<file path="config.mk">
export PLATFORM = sky130hd
export DESIGN_NAME = seq_restoring_divider_flat
export DESIGN_NICKNAME = d
export VERILOG_FILES = /design/src/rtl/seq_restoring_divider_if.sv /design/src/rtl/seq_restoring_divider.sv /design/src/flat_wrapper.sv
export SDC_FILE = /design/constraint.sdc
export NUM_CORES = 1
export LEC_CHECK = 0
export ABC_CLOCK_PERIOD_IN_PS = 2190
export CAP_MARGIN = 20
export CORE_MARGIN = 2
export CORE_UTILIZATION = 45
export CTS_CLUSTER_DIAMETER = 120
export CTS_CLUSTER_SIZE = 10
export DETAILED_ROUTE_END_ITERATION = 7
export GPL_TIMING_DRIVEN = 0
export PLACE_DENSITY = 0.74
export SLEW_MARGIN = 10
export SYNTH_ARGS = -nofsm -noshare
export SYNTH_HDL_FRONTEND = slang
export SYNTH_SLANG_ARGS = --single-unit
</file>
<file path="constraint.sdc">
create_clock -name clk -period 2.19 [get_ports clk]
set_input_delay 0.5475 -clock clk [delete_from_list [all_inputs] [get_ports clk]]
set_output_delay 0.5475 -clock clk [all_outputs]
set_load 0.05 [all_outputs]
</file>
<file path="src/rtl/seq_restoring_divider_if.sv">
// Start/done handshake and operand/result bundle for the sequential restoring divider.
interface seq_restoring_divider_if #(
  parameter int unsigned WIDTH = 4
);
  logic             start;
  logic [WIDTH-1:0] dividend;
  logic [WIDTH-1:0] divisor;
  logic             busy;
  logic             done;
  logic [WIDTH-1:0] quotient;
  logic [WIDTH-1:0] remainder;
  logic             div_by_zero;

  modport master (
    output start, dividend, divisor,
    input  busy, done, quotient, remainder, div_by_zero
  );

  modport slave (
    input  start, dividend, divisor,
    output busy, done, quotient, remainder, div_by_zero
  );
endinterface

</file>
<file path="src/rtl/seq_restoring_divider.sv">
// Iterative unsigned restoring divider: one quotient bit per clock, start/done handshake,
// divide-by-zero resolved on the accepting edge.
module seq_restoring_divider #(
  parameter int unsigned WIDTH = 4
) (
  input  logic                  clk,
  input  logic                  rst,
  seq_restoring_divider_if.slave bus
);
  localparam int unsigned CNT_W = (WIDTH > 1) ? $clog2(WIDTH) : 1;

  typedef enum logic {IDLE, CALC} state_e;

  state_e           state_q;
  logic [CNT_W-1:0] cnt_q;
  logic [WIDTH-1:0] p_q;
  logic [WIDTH-1:0] q_q;
  logic [WIDTH-1:0] d_q;
  logic             busy_q;
  logic             done_q;
  logic [WIDTH-1:0] quot_q;
  logic [WIDTH-1:0] rem_q;
  logic             dbz_q;

  // One restoring step; the kept partial remainder is always < divisor, so WIDTH bits suffice.
  logic [WIDTH:0]   p_shift;
  logic [WIDTH:0]   d_ext;
  logic             ge;
  logic [WIDTH-1:0] p_next;
  logic [WIDTH-1:0] q_shift;
  logic [WIDTH-1:0] q_next;

  always_comb begin
    p_shift = {p_q, q_q[WIDTH-1]};
    d_ext   = {1'b0, d_q};
    ge      = (p_shift >= d_ext);
    p_next  = ge ? WIDTH'(p_shift - d_ext) : p_shift[WIDTH-1:0];
    q_shift = q_q << 1;
    q_next  = {q_shift[WIDTH-1:1], ge};
  end

  always_ff @(posedge clk or posedge rst) begin
    if (rst) begin
      state_q <= IDLE;
      cnt_q   <= '0;
      p_q     <= '0;
      q_q     <= '0;
      d_q     <= '0;
      busy_q  <= 1'b0;
      done_q  <= 1'b0;
      quot_q  <= '0;
      rem_q   <= '0;
      dbz_q   <= 1'b0;
    end else begin
      done_q <= 1'b0;
      case (state_q)
        IDLE: begin
          if (bus.start) begin
            if (bus.divisor == '0) begin
              quot_q <= '1;
              rem_q  <= bus.dividend;
              dbz_q  <= 1'b1;
              done_q <= 1'b1;
            end else begin
              d_q     <= bus.divisor;
              q_q     <= bus.dividend;
              p_q     <= '0;
              cnt_q   <= '0;
              dbz_q   <= 1'b0;
              busy_q  <= 1'b1;
              state_q <= CALC;
            end
          end
        end
        CALC: begin
          p_q   <= p_next;
          q_q   <= q_next;
          cnt_q <= cnt_q + CNT_W'(1);
          if (cnt_q == CNT_W'(WIDTH - 1)) begin
            quot_q  <= q_next;
            rem_q   <= p_next;
            done_q  <= 1'b1;
            busy_q  <= 1'b0;
            state_q <= IDLE;
          end
        end
        default: state_q <= IDLE;
      endcase
    end
  end

  assign bus.busy        = busy_q;
  assign bus.done        = done_q;
  assign bus.quotient    = quot_q;
  assign bus.remainder   = rem_q;
  assign bus.div_by_zero = dbz_q;
endmodule

</file>
<file path="src/flat_wrapper.sv">
// flat-port wrapper written by rule: the top's interface ports become plain ports
module seq_restoring_divider_flat 
#(
  parameter int unsigned WIDTH = 4
)
  (clk, rst, bus_start, bus_dividend, bus_divisor, bus_busy, bus_done, bus_quotient, bus_remainder, bus_div_by_zero);
  seq_restoring_divider_if #(.WIDTH(WIDTH)) bus_i ();
  input  logic clk;
  input  logic rst;
  input wire logic [$bits(bus_i.start)-1:0] bus_start;
  input wire logic [$bits(bus_i.dividend)-1:0] bus_dividend;
  input wire logic [$bits(bus_i.divisor)-1:0] bus_divisor;
  output wire logic [$bits(bus_i.busy)-1:0] bus_busy;
  output wire logic [$bits(bus_i.done)-1:0] bus_done;
  output wire logic [$bits(bus_i.quotient)-1:0] bus_quotient;
  output wire logic [$bits(bus_i.remainder)-1:0] bus_remainder;
  output wire logic [$bits(bus_i.div_by_zero)-1:0] bus_div_by_zero;
  assign bus_i.start = bus_start;
  assign bus_i.dividend = bus_dividend;
  assign bus_i.divisor = bus_divisor;
  assign bus_busy = bus_i.busy;
  assign bus_done = bus_i.done;
  assign bus_quotient = bus_i.quotient;
  assign bus_remainder = bus_i.remainder;
  assign bus_div_by_zero = bus_i.div_by_zero;
  seq_restoring_divider #(.WIDTH(WIDTH)) u_core (.clk(clk), .rst(rst), .bus(bus_i));
endmodule
</file>
==> results.yml <==
clock_tree:
  root_buffer: "clkbuf_4"
  numCtsBuffers: 3
  clock_latency_ps: 320
  clkSinkCount: 26
  ctsResizeCount: 0
  htree_levels: 1
  hold_buffers: 0
  cts.path.max_buffers: 2
  postCtsSetupBuffers: 0
  cts_tree: "done"
  cts.clk_slew.worst_paths_ps: 140
timing:
  setup_viol: 0
  slew_headroom_pct: 66.6
  layout_min_cycle_time_ps: 2060
  hold_ws_ps: 436
  setup_slack_ps: 128
  report.final.hold_viol_count: 0
  period_share_pct: 94.1
  fmax_mhz: 485
  skew_ps: 2.96
  worst_pin_slew_ps: 500
  drv_slew: 0
  rsz0062_at_grt: "false"
global_route:
  first_global_vias: 1059
  grt_max_degree: 27
  grt-ovfl-total: 0
  grt_util_all_layers_pct: 17.4
  grt_antenna_before_repair: 0
  grt_pass1_wl_microns: 4600
place:
  gp_congestion: 0.907
  portBuffers: 21
  placedCellCount: 182
  dpl.hpwl_microns: 2080
  place_area_sq_um: 1580
  dp_worst_setup_slack_ps: -111
floorplan:
  core_area_sq_um: 2780
  fp.dieArea_sq_um: 3400
  die_x_microns: 58.3
  rows: 19
  die_h_microns: 58.3
  io_pins: 22
  start_util_pct: 47.7
finish:
  design_area_sq_um: 1640
  antenna_cells: 0
  fin_cells: 187
  fillCellCount: 231
  layout.nets: 174
  area_growth_pct: 23.6
  layout-drive-gt1-share_pct: 12.2
pwr:
  p_per_area_nw_per_um2: 1770
  peakVddDrop_mv: 1.15
  p_leak_nw: 0.759
detailed_routing:
  dr.pass1.iters: 4
  ant_nets: 0
  drc: 0
  totalWireLength_microns: 2710
  drt-vias-per-instance: 5.58
  drtIter0Drc: 24
  wire_per_inst_microns: 14.5
  vias: 1044
critical_path:
  worstPathBufferInverterCount: 1
  crit_family: "buffers and inverters"
  end_kind: "output port"
  rrSetupSlack_ps: 250
  crit_slowest_cell: "clkdlybuf4s50_1"
  startpoint_type: "flop"
  path_class: "flop to output port"
  regToRegEndpoint: "u_core.bus.remainder[2]"
  cp_cell_sequence: "clkdlybuf4s50_1"
  rr_worst_depth: 7
  worstPathArrival_ps: 1510
  slowest_delay_ps: 810
  cp_max_fo: 3
  cp.required_ps: 1640
  reg2reg_from: "u_core.q_q[3]"
synth:
  syn_inst: 130
  syn_area_per_cell_sq_um: 10.2
  yosysWarnings: 0
  synthTopCellsByArea: "dfrtp_1 (49%), nand2_1 (4.8%), ha_1 (4.7%), mux2i_1 (3.8%), o21ai_0 (3.8%)"
  synth_top_cell_by_area: "dfrtp_1"
  yosysSeqAreaShare_pct: 49.0
  synth.top_cell.area_share_pct: 49.0
  synth_nets: 147
  synth.distinct_cells: 31
  ys_seq_elements: 26
  synth_area_sq_um: 1330
flow_run:
  max_cap_violations: 0
outcome:
  status: "finished clean"
worst_hold_path:
  hp-class: "input pin to asynchronous set/reset pin"
[layer usage]
metal / vias to the layer above / share of wire, % / GRT usage (%)
li1: 504 / - / -
met1: 516 / 47 / 23.3
met2: 19 / 49 / 29.7
met3: 5 / 2.7 / 2.20
met4: 0 / 1.4 / 5.32
met5: - / 0 / 0
[Yosys cell counts]
library cell,count
fa_1,1
o31ai_1,1
nand2b_4,1
clkinv_1,1
ha_1,5
a21boi_0,1
a21o_1,5
buf_2,1
dfrtp_1,26
inv_1,11
xor2_1,1
nor2_1,11
o211ai_1,2
o21ai_0,10
a31oi_1,4
o22a_2,3
buf_4,2
a311o_2,1
nor4_4,1
a22o_1,2
a32oi_1,1
nand3_1,2
mux2i_1,5
and2_1,1
nand2b_1,1
nor4_1,1
nor3_1,1
nand2_1,17
mux2_2,3
a21oi_1,6
buf_6,2
[logic make-up (layout without fill, tap and decap cells)]
family | Yosys count | count (layout) | synth area share [%]
AOI/OAI and AO/OA | 36 | 36 | 18.1
xor gates and xnor gates | 1 | 1 | 0.660
adders and majority gates | 6 | 6 | 6.22
buffers and inverters | 17 | 43 | 6.60
DFF | 26 | 26 | 49.0
muxes | 8 | 8 | 6.31
and+or+nand+nor | 36 | 36 | 13.1
[cells in the final DEF, fill, tap and decap left out, types with 2 or more instances in the layout]
| cell type | instances |
|---|---|
| a21oi_1 | 6 |
| dfrtp_1 | 26 |
| nand2_1 | 17 |
| a22o_1 | 2 |
| o211ai_1 | 2 |
| ha_1 | 5 |
| a21o_1 | 5 |
| mux2i_1 | 5 |
| clkdlybuf4s50_1 | 21 |
| mux2_2 | 3 |
| o22a_2 | 3 |
| buf_6 | 2 |
| buf_4 | 2 |
| clkbuf_4 | 3 |
| o21ai_0 | 10 |
| nor2_1 | 11 |
| nand3_1 | 2 |
| inv_1 | 11 |
| a31oi_1 | 4 |
[through the flow]
stage | util [%] | total power, mW | TNS [ps]
2_1_floorplan | - | 2.18 | 0
3_3_place_gp | 56.7 | 2.59 | -107
3_5_place_dp | 56.7 | 2.67 | -319
4_1_cts | 58.0 | 2.91 | 0
5_1_grt | 59.0 | 3.12 | 0
6_report | 59.0 | 2.91 | 0
[worst max path at each step]
stage                                        from                 endpoint  slack [ps]  depth (start not counted)
after floorplan                     u_core.p_q[0]  u_core.bus.remainder[1]         590                          6
after global placement             bus_divisor[2]  u_core.bus.remainder[1]         -60                          7
after detailed placement           bus_divisor[2]  u_core.bus.remainder[1]        -110                          7
after CTS                 u_core.bus.remainder[3]         bus_remainder[3]         120                          1
after global routing       u_core.bus.quotient[1]          bus_quotient[1]          80                          1
final                     u_core.bus.remainder[3]         bus_remainder[3]         130                          1
[area by class of cell]
type                       count  area, sq um  share of cell area (%)
buffer                         5         42.5                    2.59
clock buffer                   4         36.3                    2.21
inverter                      12         45.0                    2.75
multi-input combinational     87          589                    35.9
sequential                    26          651                    39.7
tap                           31         38.8                    2.36
timing repair buffer          22          238                    14.5
[registers in the layout, indices dropped and copies added, names as in the netlist]
signal,flops
u_core.bus.div_by_zero,1
u_core.d_q,4
u_core.bus.remainder,4
u_core.bus.done,1
u_core.bus.quotient,4
u_core.bus.busy,1
u_core.q_q,4
u_core.cnt_q,2
u_core.state_q,1
u_core.p_q,4
[where the power goes]
part | internal, mW | leakage (nW) | switching [mW]
Combinational | 0.754 | 0.433 | 1.05
Clock | 0.102 | 0.0210 | 0.143
Sequential | 0.720 | 0.305 | 0.139
Power figures use the tool's default switching activity.
